### src/rtl/dds_cfg_scheduler_pkg.sv
// Shared definitions for the DDS configuration scheduler.
//   - waveform codes and field limits
//   - FSM state encoding
//   - packed configuration record (shadow and live copies use the same layout)
//   - wrap-around increment helpers for the wave and amplitude fields
package dds_cfg_scheduler_pkg;

    localparam int          ADDR_W     = 9;
    localparam logic [1:0]  WAVE_SIN   = 2'd0;
    localparam logic [1:0]  WAVE_SAW   = 2'd1;
    localparam logic [1:0]  WAVE_SQR   = 2'd2;
    localparam logic [3:0]  AMP_MIN    = 4'd1;
    localparam logic [3:0]  AMP_MAX    = 4'd15;
    localparam logic [ADDR_W-1:0] PHASE_STEP = 9'd64;

    localparam int KEY_W = 0;
    localparam int KEY_A = 1;
    localparam int KEY_P = 2;
    localparam int KEY_F = 3;

    typedef enum logic [1:0] {
        ST_IDLE   = 2'd0,
        ST_PEND   = 2'd1,
        ST_COMMIT = 2'd2
    } state_e;

    typedef struct packed {
        logic [1:0]        wave;
        logic [3:0]        amp;
        logic [5:0]        freq;
        logic [ADDR_W-1:0] phase;
    } cfg_t;

    localparam cfg_t CFG_RST = '{wave: WAVE_SIN, amp: AMP_MIN, freq: 6'd1, phase: '0};

    // sin -> saw -> square -> sin
    function automatic logic [1:0] next_wave(input logic [1:0] w);
        return (w == WAVE_SQR) ? WAVE_SIN : w + 2'd1;
    endfunction

    // 1..15, wrapping back to 1 (never 0, which would mute the output)
    function automatic logic [3:0] next_amp(input logic [3:0] a);
        return (a == AMP_MAX) ? AMP_MIN : a + 4'd1;
    endfunction

endpackage

### src/rtl/dds_cfg_scheduler_if.sv
// Key/config bus between the board keys, the DDS datapath and the scheduler.
//   key_w/a/p/f  raw active-high keys (asynchronous)
//   wrap_i       1-cycle period-boundary pulse from the datapath
//   wave_sel, amp, freq_step, phase_ofs  live generator settings
//   cfg_load     1-cycle pulse when the live settings change
//   cfg_pending  shadow settings not yet committed
// master: the scheduler; slave: keys + datapath side.
interface dds_cfg_scheduler_if;
    logic       key_w;
    logic       key_a;
    logic       key_p;
    logic       key_f;
    logic       wrap_i;
    logic [1:0] wave_sel;
    logic [3:0] amp;
    logic [5:0] freq_step;
    logic [8:0] phase_ofs;
    logic       cfg_load;
    logic       cfg_pending;

    modport master (
        input  key_w, key_a, key_p, key_f, wrap_i,
        output wave_sel, amp, freq_step, phase_ofs, cfg_load, cfg_pending
    );

    modport slave (
        output key_w, key_a, key_p, key_f, wrap_i,
        input  wave_sel, amp, freq_step, phase_ofs, cfg_load, cfg_pending
    );
endinterface

### src/rtl/dds_cfg_scheduler_key_debounce.sv
// Key debouncer: 2-flop synchroniser, stability counter, press pulse.
//   clk, rst_n  system clock, async active-low reset
//   key_i       raw asynchronous key level
//   prs_o       1-cycle pulse when the accepted level goes 0 -> 1
// The accepted level flips only after the synchronised level has differed
// from it for DEB_CYCLES consecutive cycles; any agreement restarts the count.
module dds_cfg_scheduler_key_debounce #(
    parameter int DEB_CYCLES = 1_000_000
) (
    input  logic clk,
    input  logic rst_n,
    input  logic key_i,
    output logic prs_o
);
    localparam int CNT_W = $clog2(DEB_CYCLES + 1);

    logic             sync1_q, sync2_q;
    logic             acc_q, acc_d;
    logic             prs_q, prs_d;
    logic [CNT_W-1:0] cnt_q, cnt_d;

    always_comb begin
        cnt_d = cnt_q;
        acc_d = acc_q;
        prs_d = 1'b0;
        if (sync2_q == acc_q) begin
            cnt_d = '0;
        end else if (cnt_q == CNT_W'(DEB_CYCLES - 1)) begin
            cnt_d = '0;
            acc_d = ~acc_q;
            prs_d = ~acc_q;     // only the release -> press flip pulses
        end else begin
            cnt_d = cnt_q + 1'b1;
        end
    end

    always_ff @(posedge clk or negedge rst_n) begin
        if (!rst_n) begin
            sync1_q <= 1'b0;
            sync2_q <= 1'b0;
            acc_q   <= 1'b0;
            prs_q   <= 1'b0;
            cnt_q   <= '0;
        end else begin
            sync1_q <= key_i;
            sync2_q <= sync1_q;
            acc_q   <= acc_d;
            prs_q   <= prs_d;
            cnt_q   <= cnt_d;
        end
    end

    assign prs_o = prs_q;
endmodule

### src/rtl/dds_cfg_scheduler.sv
// DDS configuration scheduler.
//   clk, rst_n  50 MHz clock, async active-low reset
//   bus         dds_cfg_scheduler_if.master: raw keys and wrap_i in,
//               live settings, cfg_load and cfg_pending out
// Key presses edit a shadow copy immediately; the live copy is only updated
// from the shadow at a waveform period boundary (wrap_i) or after TIMEOUT
// cycles, so the generator never changes mid-period.
module dds_cfg_scheduler
    import dds_cfg_scheduler_pkg::*;
#(
    parameter int DEB_CYCLES = 1_000_000,
    parameter int TIMEOUT    = 2_500_000,
    parameter int FREQ_MAX   = 50
) (
    input  logic                   clk,
    input  logic                   rst_n,
    dds_cfg_scheduler_if.master    bus
);
    localparam int TMO_W = $clog2(TIMEOUT + 1);

    logic [3:0]       key_raw;
    logic [3:0]       prs;
    logic             any_prs;
    state_e           state_q, state_d;
    logic [TMO_W-1:0] tmo_q, tmo_d;
    cfg_t             shadow_q, shadow_d;
    cfg_t             live_q, live_d;
    logic             load_q, load_d;
    logic             pend_q, pend_d;

    assign key_raw = {bus.key_f, bus.key_p, bus.key_a, bus.key_w};

    for (genvar k = 0; k < 4; k++) begin : g_deb
        dds_cfg_scheduler_key_debounce #(.DEB_CYCLES(DEB_CYCLES)) u_deb (
            .clk   (clk),
            .rst_n (rst_n),
            .key_i (key_raw[k]),
            .prs_o (prs[k])
        );
    end

    assign any_prs = |prs;

    // Fields are independent, so simultaneous presses all land this cycle.
    always_comb begin
        shadow_d = shadow_q;
        if (prs[KEY_W]) shadow_d.wave  = next_wave(shadow_q.wave);
        if (prs[KEY_A]) shadow_d.amp   = next_amp(shadow_q.amp);
        if (prs[KEY_F]) shadow_d.freq  = (shadow_q.freq == 6'(FREQ_MAX)) ? 6'd1
                                                                         : shadow_q.freq + 6'd1;
        if (prs[KEY_P]) shadow_d.phase = shadow_q.phase + PHASE_STEP;  // wraps mod 512
    end

    always_comb begin
        state_d = state_q;
        tmo_d   = tmo_q;
        live_d  = live_q;
        load_d  = 1'b0;
        unique case (state_q)
            ST_IDLE: begin
                if (any_prs) begin
                    state_d = ST_PEND;
                    tmo_d   = '0;
                end
            end
            ST_PEND: begin
                // Further presses only accumulate; they never restart the timeout.
                if (bus.wrap_i || tmo_q == TMO_W'(TIMEOUT - 1)) state_d = ST_COMMIT;
                else                                            tmo_d   = tmo_q + 1'b1;
            end
            ST_COMMIT: begin
                // shadow_q excludes a press arriving this cycle; that press
                // opens a fresh pending window instead.
                live_d  = shadow_q;
                load_d  = 1'b1;
                tmo_d   = '0;
                state_d = any_prs ? ST_PEND : ST_IDLE;
            end
            default: state_d = ST_IDLE;
        endcase
        pend_d = (state_d != ST_IDLE);
    end

    always_ff @(posedge clk or negedge rst_n) begin
        if (!rst_n) begin
            state_q  <= ST_IDLE;
            tmo_q    <= '0;
            shadow_q <= CFG_RST;
            live_q   <= CFG_RST;
            load_q   <= 1'b0;
            pend_q   <= 1'b0;
        end else begin
            state_q  <= state_d;
            tmo_q    <= tmo_d;
            shadow_q <= shadow_d;
            live_q   <= live_d;
            load_q   <= load_d;
            pend_q   <= pend_d;
        end
    end

    assign bus.wave_sel    = live_q.wave;
    assign bus.amp         = live_q.amp;
    assign bus.freq_step   = live_q.freq;
    assign bus.phase_ofs   = live_q.phase;
    assign bus.cfg_load    = load_q;
    assign bus.cfg_pending = pend_q;
endmodule

### src/flat_wrapper.sv
// flat-port wrapper written by rule: the top's interface ports become plain ports
module dds_cfg_scheduler_flat import dds_cfg_scheduler_pkg::*;
#(
    parameter int DEB_CYCLES = 1_000_000,
    parameter int TIMEOUT    = 2_500_000,
    parameter int FREQ_MAX   = 50
)
  (clk, rst_n, bus_key_w, bus_key_a, bus_key_p, bus_key_f, bus_wrap_i, bus_wave_sel, bus_amp, bus_freq_step, bus_phase_ofs, bus_cfg_load, bus_cfg_pending);
  dds_cfg_scheduler_if bus_i ();
  input  logic clk;
  input  logic rst_n;
  input wire logic [$bits(bus_i.key_w)-1:0] bus_key_w;
  input wire logic [$bits(bus_i.key_a)-1:0] bus_key_a;
  input wire logic [$bits(bus_i.key_p)-1:0] bus_key_p;
  input wire logic [$bits(bus_i.key_f)-1:0] bus_key_f;
  input wire logic [$bits(bus_i.wrap_i)-1:0] bus_wrap_i;
  output wire logic [$bits(bus_i.wave_sel)-1:0] bus_wave_sel;
  output wire logic [$bits(bus_i.amp)-1:0] bus_amp;
  output wire logic [$bits(bus_i.freq_step)-1:0] bus_freq_step;
  output wire logic [$bits(bus_i.phase_ofs)-1:0] bus_phase_ofs;
  output wire logic [$bits(bus_i.cfg_load)-1:0] bus_cfg_load;
  output wire logic [$bits(bus_i.cfg_pending)-1:0] bus_cfg_pending;
  assign bus_i.key_w = bus_key_w;
  assign bus_i.key_a = bus_key_a;
  assign bus_i.key_p = bus_key_p;
  assign bus_i.key_f = bus_key_f;
  assign bus_i.wrap_i = bus_wrap_i;
  assign bus_wave_sel = bus_i.wave_sel;
  assign bus_amp = bus_i.amp;
  assign bus_freq_step = bus_i.freq_step;
  assign bus_phase_ofs = bus_i.phase_ofs;
  assign bus_cfg_load = bus_i.cfg_load;
  assign bus_cfg_pending = bus_i.cfg_pending;
  dds_cfg_scheduler #(.DEB_CYCLES(DEB_CYCLES), .TIMEOUT(TIMEOUT), .FREQ_MAX(FREQ_MAX)) u_core (.clk(clk), .rst_n(rst_n), .bus(bus_i));
endmodule
### config.mk
export PLATFORM = sky130hd
export DESIGN_NAME = dds_cfg_scheduler_flat
export DESIGN_NICKNAME = d
export VERILOG_FILES = /design/src/rtl/dds_cfg_scheduler_pkg.sv /design/src/rtl/dds_cfg_scheduler_if.sv /design/src/rtl/dds_cfg_scheduler_key_debounce.sv /design/src/rtl/dds_cfg_scheduler.sv /design/src/flat_wrapper.sv
export SDC_FILE = /design/constraint.sdc
export NUM_CORES = 1
export LEC_CHECK = 0
export CORE_MARGIN = 2
export CORE_UTILIZATION = 45
export DETAILED_ROUTE_END_ITERATION = 6
export PLACE_DENSITY = 0.71
export SLEW_MARGIN = 20
export SYNTH_ARGS = -nofsm -noshare
export SYNTH_HDL_FRONTEND = slang
export SYNTH_SLANG_ARGS = --single-unit
### constraint.sdc
create_clock -name clk -period 5.2 [get_ports clk]
set_clock_uncertainty 0.05 [all_clocks]
set_input_delay 1.04 -clock clk [delete_from_list [all_inputs] [get_ports clk]]
set_output_delay 1.04 -clock clk [all_outputs]
set_load 0.1 [all_outputs]
### Word level (Yosys, flattened, before mapping)

Index checks and enable logic that the tools add are counted.

* add/subtract/negate cells: 9
* equal/unequal tests: 16
* muxes and demuxes: 27
* bitwise operators: 8
* reduce and logical (&&, ||, !) cells: 10

Operator list (count)
* 20-bit two-way mux: 8
* 20-bit by 1-bit adder with 20-bit output (second input constant): 4
* 20-bit == test (second input constant): 4
* 22-bit one-hot mux with 3 select lines: 1
* 22-bit two-way mux: 2
* 22-bit by 1-bit adder with 22-bit output (second input constant): 1
* 22-bit == test (second input constant): 1
* 1-bit two-way mux: 10
* 9-bit by 7-bit adder with 9-bit output (second input constant): 1
* 1-bit inverter: 8
* 2-bit AND reduction: 4
* 6-bit by 1-bit adder with 6-bit output (second input constant): 1
* 6-bit == test (second input constant): 1
* 2-bit two-way mux: 3
* 6-bit two-way mux: 1
* 2-bit one-hot mux with 3 select lines: 1
* 4-bit by 1-bit adder with 4-bit output (second input constant): 1
* 1-bit == test: 4
* 2-bit == test (second input constant): 2
* 4-bit == test (second input constant): 1
* 4-bit two-way mux: 1
* 4-bit OR reduction: 1
* 3-bit AND reduction: 1
* 3-bit nonzero test: 1
* 7 further kinds: 7

* register bits: 164
* bits of input ports: 7
* output and inout bits: 23
* word-level logic and storage cells: 102

### Logic depth before layout (Yosys ltp)

Gate-level depths: netlist of run 1.

* word-level depth: 5
* gate-level depth with buffers: 7
* gate-level depth less buffers: 6

### Modules after synthesis

Synthesis of run 1 repeated with hierarchy kept, for this count alone.

* cells, all modules: 725
* area, all modules: 7339.5 µm²

By module, submodules not included
* dds_cfg_scheduler_key_debounce at u_core.g_deb[1].u_deb ...: times used 3, cells each 116, area an instance 1136.1 µm², sequential area each 600.6 µm²
* dds_cfg_scheduler: times used 1, cells each 267, area an instance 2793.9 µm², sequential area each 1406.3 µm²
* dds_cfg_scheduler_key_debounce at u_core.g_deb[0].u_deb: times used 1, cells each 110, area an instance 1137.3 µm², sequential area each 600.6 µm²

### Least setup slack after synthesis of run 1

No wires, ideal clock.

* path type: input-to-reg
* start point: input bus_wrap_i
* end point: register u_core.tmo_q[16]
* setup time: 69 ps
* arrival: 2319 ps
* data required time: 5081 ps
* path slack: 2762 ps
* stages: 5
* buffers on the path: 2
* cell sequence: clkbuf_1 > or4_1 > buf_2 > or4_1 > nand3_1

* word-level cells in the longest chain between the ends: 3

Ends and longest elaborated chain
* start, declared: RTL line flat_wrapper.sv:16 `input wire logic [$bits(bus_i.wrap_i)-1:0] bus_wrap_i;`
* 1-bit logical OR: RTL line dds_cfg_scheduler.sv:68 `if (bus.wrap_i || tmo_q == TMO_W'(TIMEOUT - 1)) state_d = ST_COMMIT;`
* 2-bit inequality test (no line)
* 3-bit AND reduction (no line)
* end signal, assigned: RTL line dds_cfg_scheduler.sv:94 `tmo_q <= tmo_d;`
* end, declared: RTL line dds_cfg_scheduler.sv:25 `logic [TMO_W-1:0] tmo_q, tmo_d;`

Every way passes these cells.
A chain may end at the register's enable or synchronous reset.

### Worst setup path after layout of run 1

* start point: register u_core.live_q (netlist bit u_core.bus.amp[0])
* end point: output bus_amp[0]

RTL lines
* start, declared: RTL line dds_cfg_scheduler.sv:27 `cfg_t live_q, live_d;`
* start signal, assigned: RTL line dds_cfg_scheduler.sv:96 `live_q <= live_d;`
* end, declared: RTL line flat_wrapper.sv:18 `output wire logic [$bits(bus_i.amp)-1:0] bus_amp;`

No word-level cell between the ends.

==> results of run 1 <==
## worst max-delay path by stage
stage                                        start  slack [ns]  depth (start not counted)                           end
5_1_grt        u_core.bus.freq_step[0]$_DFFE_PN1P_        2.00                          1              bus_freq_step[0]
3_5_place_dp                            bus_wrap_i        2.27                          4  u_core.tmo_q[20]$_DFFE_PN0P_
2_1_floorplan                           bus_wrap_i        2.76                          5  u_core.tmo_q[16]$_DFFE_PN0P_
4_1_cts              u_core.bus.amp[0]$_DFFE_PN1P_        2.01                          1                    bus_amp[0]
6_report             u_core.bus.amp[0]$_DFFE_PN1P_        2.03                          1                    bus_amp[0]
3_3_place_gp                            bus_wrap_i        2.33                          4  u_core.tmo_q[20]$_DFFE_PN0P_
## cells in the mapped netlist, types with 2 or more instances
| cell | n |
|---|---|
| o21ai_1 | 16 |
| ha_1 | 9 |
| o211ai_1 | 7 |
| buf_4 | 9 |
| dfstp_2 | 4 |
| nand4b_1 | 3 |
| nor4_1 | 14 |
| dfrtp_1 | 148 |
| a21oi_1 | 13 |
| and2_1 | 4 |
| nand2_1 | 53 |
| mux2_1 | 4 |
| mux2_2 | 18 |
| nor3_1 | 6 |
| nand3_1 | 54 |
| buf_2 | 6 |
| nand3_2 | 2 |
| xnor2_1 | 20 |
| o31ai_1 | 3 |
| a31oi_1 | 4 |
| inv_1 | 12 |
| clkbuf_1 | 13 |
| a22oi_1 | 2 |
| xor2_1 | 60 |
| nand2b_1 | 5 |
| nor3b_1 | 5 |
| a21o_1 | 2 |
| or4_1 | 8 |
| or3_1 | 5 |
| nand4_1 | 28 |
| nor2_1 | 101 |
| and3_1 | 16 |
| nor4b_1 | 3 |
| nor2b_1 | 2 |
| o21ai_0 | 6 |
| buf_1 | 2 |
| and4_1 | 8 |
| nor4bb_1 | 3 |
## cells in the final DEF, fill, tap and decap left out, drive strengths merged, types with 4 or more instances in the layout
cell	n
conb	6
and2	4
nand2b	5
a31oi	4
or3	5
nor3b	5
nor2	101
clkbuf	20
o21ai	22
ha	9
and3	16
xor2	60
nor3	7
o211ai	7
clkdlybuf4s50	22
or4	8
mux2	22
inv	17
dfrtp	148
nand2	53
nand3	56
and4	8
dfstp	4
nor4	14
nand4	28
a21oi	13
xnor2	20
## power by group
| part | leakage (nW) | switching, mW | internal (mW) |
|---|---|---|---|
| sequential | 2.06 | 0.0346 | 1.21 |
| combinational | 1.20 | 0.0681 | 0.0246 |
| clock | 0.268 | 0.496 | 0.677 |
## area by class of cell
type                    count  area share, %
clock buffers              20          5.564
clock inverters            12          1.434
inverters                  12         0.5611
multi-input cells         501          38.64
flip-flops and latches    152          47.44
well taps                 211          3.289
repair buffers             25          3.070
## cells by family (layout without fill, tap and decap cells)
kind of cell | count (synthesis) | after routing | share of synthesized area, %
multiplexers | 23 | 23 | 3.636
AND/OR/NAND/NOR | 325 | 325 | 23.41
buffers and inverters | 42 | 69 | 2.807
flip-flops | 152 | 152 | 53.73
XOR/XNOR | 80 | 80 | 9.885
other | 1 | 6 | 0.05291
AO/OA/AOI/OAI | 58 | 58 | 4.890
adder cells (fa/ha/maj) | 9 | 9 | 1.589
## per-stage QoR
stage | hold slack [ns] | instance area [µm²] | util, %
floorplan | 0.2812 | 7107 | -
global placement | 0.2835 | 7463 | 48.73
detailed placement | 0.2847 | 7466 | 48.75
CTS | 0.3012 | 8028 | 52.42
global route | 0.3057 | 8028 | 52.42
finish | 0.2994 | 8028 | 52.42
## sequential cells by signal (all words and copies together), names as in the netlist
name	count
u_core.bus.wave_sel	2
u_core.bus.cfg_load	1
u_core.bus.phase_ofs	3
u_core.g_deb.u_deb.cnt_q	80
u_core.bus.freq_step	6
u_core.shadow_q	15
u_core.bus.amp	4
u_core.g_deb.u_deb.acc_q	4
u_core.g_deb.u_deb.sync2_q	4
u_core.state_q	2
u_core.tmo_q	22
u_core.g_deb.u_deb.sync1_q	4
u_core.bus.cfg_pending	1
u_core.g_deb.u_deb.prs_o	4
## per-layer routing
layer / vias to the layer above / global-route usage, % / share of wire (%)
met5: - / 0 / 0
met4: 0 / 7.147 / 0.79
met3: 11 / 4.170 / 3.1
met2: 87 / 29.32 / 51
met1: 2554 / 21.31 / 45
li1: 2449 / - / -
==> impl_metrics.tcl, run 1 <==
set metrics [dict create \
    cpPeakStageDelay_ns 1.13 \
    hold_end "u_core.g_deb[3].u_deb.sync2_q$_DFF_PN0_" \
    critPathKind "register to primary output" \
    ys_top_cells_by_area "dfrtp_1 52%, xor2_1 7.4%, nor2_1 5.3%" \
    relSlewSlack_pct 31.94 \
    core-area_um2 15310 \
    grt_pass1_wl_um 23270 \
    syn-cell-area_um2 7088 \
    antenna_found_initial 0 \
    setup_ws_ns 2.029 \
    cts.reportedPaths.clkPinSlew_ns 0.06 \
    fin_setup_tns_ns 0 \
    viasPerCell 5.467 \
    drt_iter0_drc 305 \
    synthCells 690 \
    synth_flop_cell "dfrtp_1" \
    required_ns 4.11 \
    hp-class "register to register" \
    gp_congestion 0.8178 \
    ys_warn_count 0 \
    min_path_cells 0 \
    dp.cells 901 \
    fin_nets 725 \
    h-tree-depth 4 \
    fin_cells 933 \
    yosys_register_bits 152 \
    place_ws_ns 2.265 \
    r2r_end "u_core.g_deb[0].u_deb.cnt_q[13]$_DFF_PN0_" \
    cts.sinks 152 \
    wire_per_inst_um 14.44 \
    synth_seq_area_share_pct 53.73 \
    hp-start "u_core.g_deb[3].u_deb.sync1_q$_DFF_PN0_" \
    post_cts_buffers 0 \
    synthToLayoutAreaGrowth_pct 13.26 \
    overflow 0 \
    maxCapViolations 0 \
    numPortBuffers 23 \
    rrSetupSlack_ns 2.92 \
    cts_made_buffers 17 \
    power_density_nw_per_um2 312.5 \
    wl_um 13480 \
    n_fill_cell 1329 \
    final-setup-viol-count 0 \
    async_flop_share_pct 100.0 \
    r2r-start "u_core.g_deb[0].u_deb.cnt_q[16]$_DFF_PN0_" \
    grt_max_degree 53 \
    startpoint_type "register" \
    diodes 0 \
    yosysTopAreaCell "dfrtp_1" \
    max_freq_ghz 0.3153 \
    cp-end-kind "primary output" \
    yosysUniqueCellTypes 50 \
    grt_pass1_vias 5132 \
    num_rows 45 \
    dieArea_um2 16770 \
    post-route-drc-count 0 \
    total_power_mw 2.509 \
    multi_input_area_um2 3102 \
    status "finished, final reports clean" \
    initial_core_util_pct 46.28 \
    cts_max_path_buffers 2 \
    antenna_left 0 \
    synth_edf_count 0 \
    rr_worst_depth 5 \
    die_h_um 129.5 \
    leakagePower_nw 3.532 \
    crit_path_max_fanout 2 \
    grtUsageTotal_pct 17.30 \
    cp.arrival_ns 2.08 \
    avgSynthCellArea_um2 10.27 \
    clkLatencyLatePin_ns 0.42 \
    die_w_um 129.5 \
    first_pass_iters 5 \
    post_cts_resized 0 \
    timing.critical_path.buf_inv 1 \
    slowest_stage "clkdlybuf4s50_1" \
    slew_violations 0 \
    path_delay_family "buffers and inverters" \
    cts_tree "yes" \
    rsz0062_at_grt "false" \
    min_period_ns 3.171 \
    irDropWorstVdd_mv 0.2348 \
    min_period_over_period_pct 60.98 \
    worst_pin_slew_ns 1.021 \
    dp_hpwl_um 8985 \
    hold_buffers 0 \
    layout-drive-gt1-share_pct 8.172 \
    hold_violations 0 \
    clock-root-buffer "clkbuf_16" \
    num_vias 5101 \
    io-pin-count 30 \
    register_area_um2 3809 \
    yosys.area.top_type_share_pct 52.25 \
    path_cells "clkdlybuf4s50_1" \
]
(Power assumes the default switching activity.)
==> inputs of run 2 (changes only) <==
Clock period 5.2 ns to 3.1 ns, I/O delays scaled along.
==> run 2 against run 1 <==
Register-to-register slack got worse by 2.1 ns. Highest routed layer unchanged. Final cell count rose by 0.21%. Setup slack got worse by 1.2 ns. Largest cell class unchanged. First-iteration DRC count rose by 37%. Sequential cell count did not move.
==> impl_metrics.tcl, run 2 (synthesized netlist as in run 1, its figures left out) <==
set metrics [dict create \
    rsz0062_at_grt "false" \
    max_freq_ghz 0.4469 \
    cts_made_buffers 17 \
    wl_um 13300 \
    initial_core_util_pct 46.28 \
    leakagePower_nw 3.597 \
    antenna_found_initial 0 \
    fin_setup_tns_ns 0 \
    die_h_um 129.5 \
    post_cts_buffers 0 \
    r2r_end "u_core.tmo_q[0]$_DFFE_PN0P_" \
    mostFrequentLayoutCells "148 x dfrtp_1, 101 x nor2_1, 60 x xor2_1" \
    first_pass_iters 5 \
    dr_wl_met2_um 6829 \
    numPortBuffers 23 \
    cp-end-kind "register" \
    viasPerCell 5.457 \
    post-route-drc-count 0 \
    required_ns 3.40 \
    multi_input_area_um2 3099 \
    layout-drive-gt1-share_pct 10.64 \
    cts_max_path_buffers 2 \
    dr_wl_met3_um 420 \
    crit_path_max_fanout 21 \
    status "finished, final reports clean" \
    hold_violations 0 \
    hold_buffers 0 \
    final_cell_area_um2 8034 \
    cts_tree "yes" \
    cp.arrival_ns 2.53 \
    clkLatencyLatePin_ns 0.42 \
    timing.critical_path.buf_inv 0 \
    io-pin-count 30 \
    clock-root-buffer "clkbuf_16" \
    mostFrequentLayoutCell "dfrtp_1" \
    placed_area_um2 7461 \
    r2r-start "u_core.g_deb[3].u_deb.prs_o$_DFF_PN0_" \
    synthToLayoutAreaGrowth_pct 13.35 \
    overflow 0 \
    rr_worst_depth 5 \
    cpPeakStageDelay_ns 0.63 \
    grt_pass1_wl_um 23380 \
    largest_register_ffs 80 \
    irDropWorstVdd_mv 0.4259 \
    fin_cells 935 \
    hp-class "primary input to async pin" \
    rrSetupSlack_ns 0.86 \
    register_area_um2 3809 \
    drt_iter0_drc 418 \
    internal-power_mw 3.231 \
    critPathKind "register to register" \
    slew_violations 0 \
    path_delay_family "simple AND/OR/NAND/NOR gates" \
    diodes 0 \
    power_density_nw_per_um2 526.2 \
    final-setup-viol-count 0 \
    grt_max_degree 79 \
    min_period_ns 2.238 \
    min_period_over_period_pct 72.18 \
    post_cts_resized 0 \
    grt_pass1_vias 5027 \
    fin_nets 727 \
    antenna_left 0 \
    n_fill_cell 1318 \
    switchingPower_uw 996.5 \
    core-area_um2 15310 \
    met1_length_um 5918 \
    dp.cells 903 \
    dieArea_um2 16770 \
    cts.sinks 152 \
    wire_per_inst_um 14.22 \
    maxCapViolations 0 \
    dp_hpwl_um 8946 \
    worst_pin_slew_ns 0.9228 \
    reg.largest.list "u_core.g_deb.u_deb.cnt_q: 80 flops, u_core.tmo_q: 22 flops, u_core.shadow_q: 15 flops" \
    worst_hold_slack_ns 0.1914 \
    pwr-share-seq_pct 49.3 \
    top_register "u_core.g_deb.u_deb.cnt_q" \
    cts.reportedPaths.clkPinSlew_ns 0.06 \
    final_util_pct 52.46 \
    path_cells "nor4_1 -> nor2b_1 -> mux2_2 -> a21oi_1 -> a21oi_1" \
    p_clk_share_pct 46.9 \
    num_rows 45 \
    die_w_um 129.5 \
    switching_share_pct 23.57 \
    grtUsageTotal_pct 17.61 \
    startpoint_type "register" \
    highest_layer "met4" \
    crit_path_frequent_cell "a21oi_1" \
    h-tree-depth 4 \
    num_vias 5102 \
    combPwrFrac_pct 3.8 \
    relSlewSlack_pct 38.48 \
    slowest_stage "nor4_1" \
    gp_congestion 0.7914 \
]
==> run 2: through the flow <==
step | power [mW] | worst slack, ns
floorplan | 2.211 | 1.082
global placement | 2.274 | 0.6303
detailed placement | 2.281 | 0.5571
CTS | 4.280 | 0.8852
global route | 4.406 | 0.7143
finish | 4.227 | 0.8623
==> run 2: layout make-up <==
| class | count | area share, % |
|---|---|---|
| sequential | 152 | 47.41 |
| multi-input combinational | 501 | 38.58 |
| clock buffer | 21 | 5.731 |
| tap | 211 | 3.286 |
| timing repair buffer | 27 | 3.037 |
| clock inverter | 11 | 1.402 |
| inverter | 12 | 0.5607 |
==> run 2: routing by layer <==
metal / track usage, % / up-vias
met1: 21.66 / 2572
met4: 5.819 / 0
li1: - / 2449
met3: 5.698 / 8
met2: 29.50 / 73
met5: 0 / -
==> run 2: power by group through the flow <==
stage | clock network [mW] | registers (mW) | logic (mW)
final | 1.98 | 2.08 | 0.159
after detailed placement | 0 | 2.12 | 0.164
after floorplan | 0 | 2.10 | 0.111
after global routing | 2.13 | 2.09 | 0.182
after global placement | 0 | 2.11 | 0.159
after CTS | 2.03 | 2.08 | 0.165
==> run 2: worst max-delay path by stage <==
stage / endpoint / cells past startpoint / slack [ns] / start
floorplan: u_core.tmo_q[16]$_DFFE_PN0P_ / 5 / 1.08 / bus_wrap_i
global placement: u_core.tmo_q[20]$_DFFE_PN0P_ / 4 / 0.63 / bus_wrap_i
detailed placement: u_core.tmo_q[20]$_DFFE_PN0P_ / 4 / 0.56 / bus_wrap_i
CTS: u_core.g_deb[0].u_deb.cnt_q[16]$_DFF_PN0_ / 5 / 0.89 / u_core.g_deb[0].u_deb.cnt_q[16]$_DFF_PN0_
global route: u_core.g_deb[1].u_deb.cnt_q[17]$_DFF_PN0_ / 5 / 0.71 / u_core.g_deb[1].u_deb.cnt_q[0]$_DFF_PN0_
finish: u_core.tmo_q[0]$_DFFE_PN0P_ / 5 / 0.86 / u_core.g_deb[3].u_deb.prs_o$_DFF_PN0_
==> inputs of run 3 (changes only) <==
Settings changed: PLACE_DENSITY 0.71 to 0.73.
Clock period 3.1 ns to 2 ns, I/O delays scaled along.
==> run 3 against run 2 <==
Die area unchanged. Non-clock buffer count increased by 34. Clock power increased by 74%. Fmax increased by 17%. Critical path type unchanged. Final cell count increased by 3.6%. Via count increased by 2.0%. Register-to-register slack got worse by 0.78 ns. Critical endpoint is now u_core.tmo_q[16]$_DFFE_PN0P_.
==> impl_metrics.tcl, run 3 (synthesized netlist as in run 1, its figures left out) <==
set metrics [dict create \
    rrSetupSlack_ns 0.08 \
    cts.reportedPaths.clkPinSlew_ns 0.06 \
    place_ws_ns -0.1640 \
    min_period_over_period_pct 95.77 \
    gp_congestion 0.8292 \
    maxCapViolations 0 \
    cp.arrival_ns 2.23 \
    register_area_um2 3809 \
    r2r-start "u_core.tmo_q[1]$_DFFE_PN0P_" \
    final_util_pct 55.38 \
    core-area_um2 15310 \
    antenna_found_initial 0 \
    post-route-drc-count 0 \
    io-pin-count 30 \
    total_power_mw 6.978 \
    startpoint "u_core.tmo_q[1]$_DFFE_PN0P_" \
    switching_share_pct 22.73 \
    drt_iter0_drc 471 \
    final-setup-viol-count 0 \
    final_cell_area_um2 8482 \
    startpoint_type "register" \
    rsz0062_at_grt "true" \
    diodes 0 \
    die_h_um 129.5 \
    clkLatencyLatePin_ns 0.43 \
    irDropWorstVdd_mv 0.7849 \
    top_register "u_core.g_deb.u_deb.cnt_q" \
    pwr-share-seq_pct 46.1 \
    grt_pass1_vias 5350 \
    status "finished, final reports clean" \
    grt_max_degree 50 \
    hold_violations 0 \
    power_density_nw_per_um2 822.7 \
    required_ns 2.31 \
    multi_input_area_um2 3142 \
    cts_made_buffers 17 \
    cts.sinks 152 \
    cts_tree "yes" \
    initial_core_util_pct 46.28 \
    critPathKind "register to register" \
    cts_max_path_buffers 2 \
    die_w_um 129.5 \
    cp-end-kind "register" \
    endpoint "u_core.tmo_q[16]$_DFFE_PN0P_" \
    largest_register_ffs 80 \
    num_rows 45 \
    mostFrequentLayoutCells "148 x dfrtp_1, 101 x nor2_1, 60 x xor2_1" \
    viasPerCell 5.372 \
    leakagePower_nw 3.831 \
    antenna_left 0 \
    fin_nets 761 \
    clock-root-buffer "clkbuf_16" \
    hp-class "register to register" \
    first_pass_iters 5 \
    combPwrFrac_pct 4.5 \
    switchingPower_mw 1.586 \
    layout-drive-gt1-share_pct 15.83 \
    setup_ws_ns 0.08452 \
    min_period_ns 1.915 \
    dieArea_um2 16770 \
    placed_area_um2 7796 \
    slew_violations 0 \
    crit_path_max_fanout 7 \
    max_freq_ghz 0.5221 \
    internal-power_mw 5.392 \
    numPortBuffers 23 \
    synthToLayoutAreaGrowth_pct 19.66 \
    n_fill_cell 1283 \
    wire_per_inst_um 14.32 \
    overflow 0 \
    rr_worst_depth 5 \
    wl_um 13880 \
    h-tree-depth 4 \
    r2r_end "u_core.tmo_q[16]$_DFFE_PN0P_" \
    num_vias 5205 \
    grtUsageTotal_pct 18.30 \
    p_clk_share_pct 49.4 \
    grt_pass1_wl_um 24520 \
    mostFrequentLayoutCell "dfrtp_1" \
    reg.largest.list "u_core.g_deb.u_deb.cnt_q: 80 flops, u_core.tmo_q: 22 flops, u_core.shadow_q: 15 flops" \
    dp_hpwl_um 9429 \
]
run 3: worst min path at each step:
stage	slack, ns	depth (start not counted)	endpoint	from
2_1_floorplan	0.05	0	u_core.bus.amp[1]$_DFFE_PN0P_	rst_n
3_3_place_gp	0.21	1	u_core.tmo_q[20]$_DFFE_PN0P_	rst_n
3_5_place_dp	0.22	1	u_core.tmo_q[18]$_DFFE_PN0P_	rst_n
4_1_cts	0.30	0	u_core.g_deb[1].u_deb.sync2_q$_DFF_PN0_	u_core.g_deb[1].u_deb.sync1_q$_DFF_PN0_
5_1_grt	0.32	0	u_core.g_deb[3].u_deb.sync2_q$_DFF_PN0_	u_core.g_deb[3].u_deb.sync1_q$_DFF_PN0_
6_report	0.30	0	u_core.g_deb[1].u_deb.sync2_q$_DFF_PN0_	u_core.g_deb[1].u_deb.sync1_q$_DFF_PN0_
run 3: final cells by class:
| type | instances | share of cell area, % |
|---|---|---|
| well taps | 211 | 3.113 |
| clock buffers | 19 | 5.222 |
| flip-flops and latches | 152 | 44.90 |
| clock inverters | 13 | 2.242 |
| inverters | 12 | 0.5311 |
| multi-input cells | 501 | 37.04 |
| repair buffers | 61 | 6.948 |
run 3: critical path: stages (launching register included):
cell and delay [ns]:
dfrtp_1 0.39, ha_2 0.24, nand3_2 0.09, or4_4 0.56
or4_1 0.42, nand3_1 0.10
run 3: timing repair:
item                       in CTS  in global routing
hold endpoints to repair       17                  0
gates cloned                    0                  0
hold buffers                    1                  0
pin swaps                       0                  0
buffers inserted                0                  0
resized for setup               1                  8
setup endpoints to repair       1                 27
run 3: power by group through the flow:
stage / combinational (mW) / sequential, mW / clock [mW]
finish: 0.314 / 3.22 / 3.45
global route: 0.355 / 3.23 / 3.63
CTS: 0.317 / 3.21 / 3.48
detailed placement: 0.312 / 3.27 / 0
global placement: 0.302 / 3.26 / 0
floorplan: 0.172 / 3.25 / 0
run 3: routing by layer:
| layer | GRT usage [%] | vias to the layer above | routed length, µm |
|---|---|---|---|
| met3 | 4.872 | 17 | 503 |
| met1 | 23.33 | 2580 | 6284 |
| met2 | 30.34 | 96 | 6929 |
| met5 | 0 | - | 0 |
| met4 | 6.452 | 0 | 161 |
| li1 | - | 2512 | - |
run 3: per-stage QoR:
step / TNS, ns / cells / hold slack, ns
finish: 0 / 969 / 0.2978
global route: -0.02825 / 969 / 0.3154
CTS: 0 / 969 / 0.2984
detailed placement: -0.9551 / 936 / 0.2158
global placement: -0.5075 / 936 / 0.2148
floorplan: 0 / 695 / 0.05441
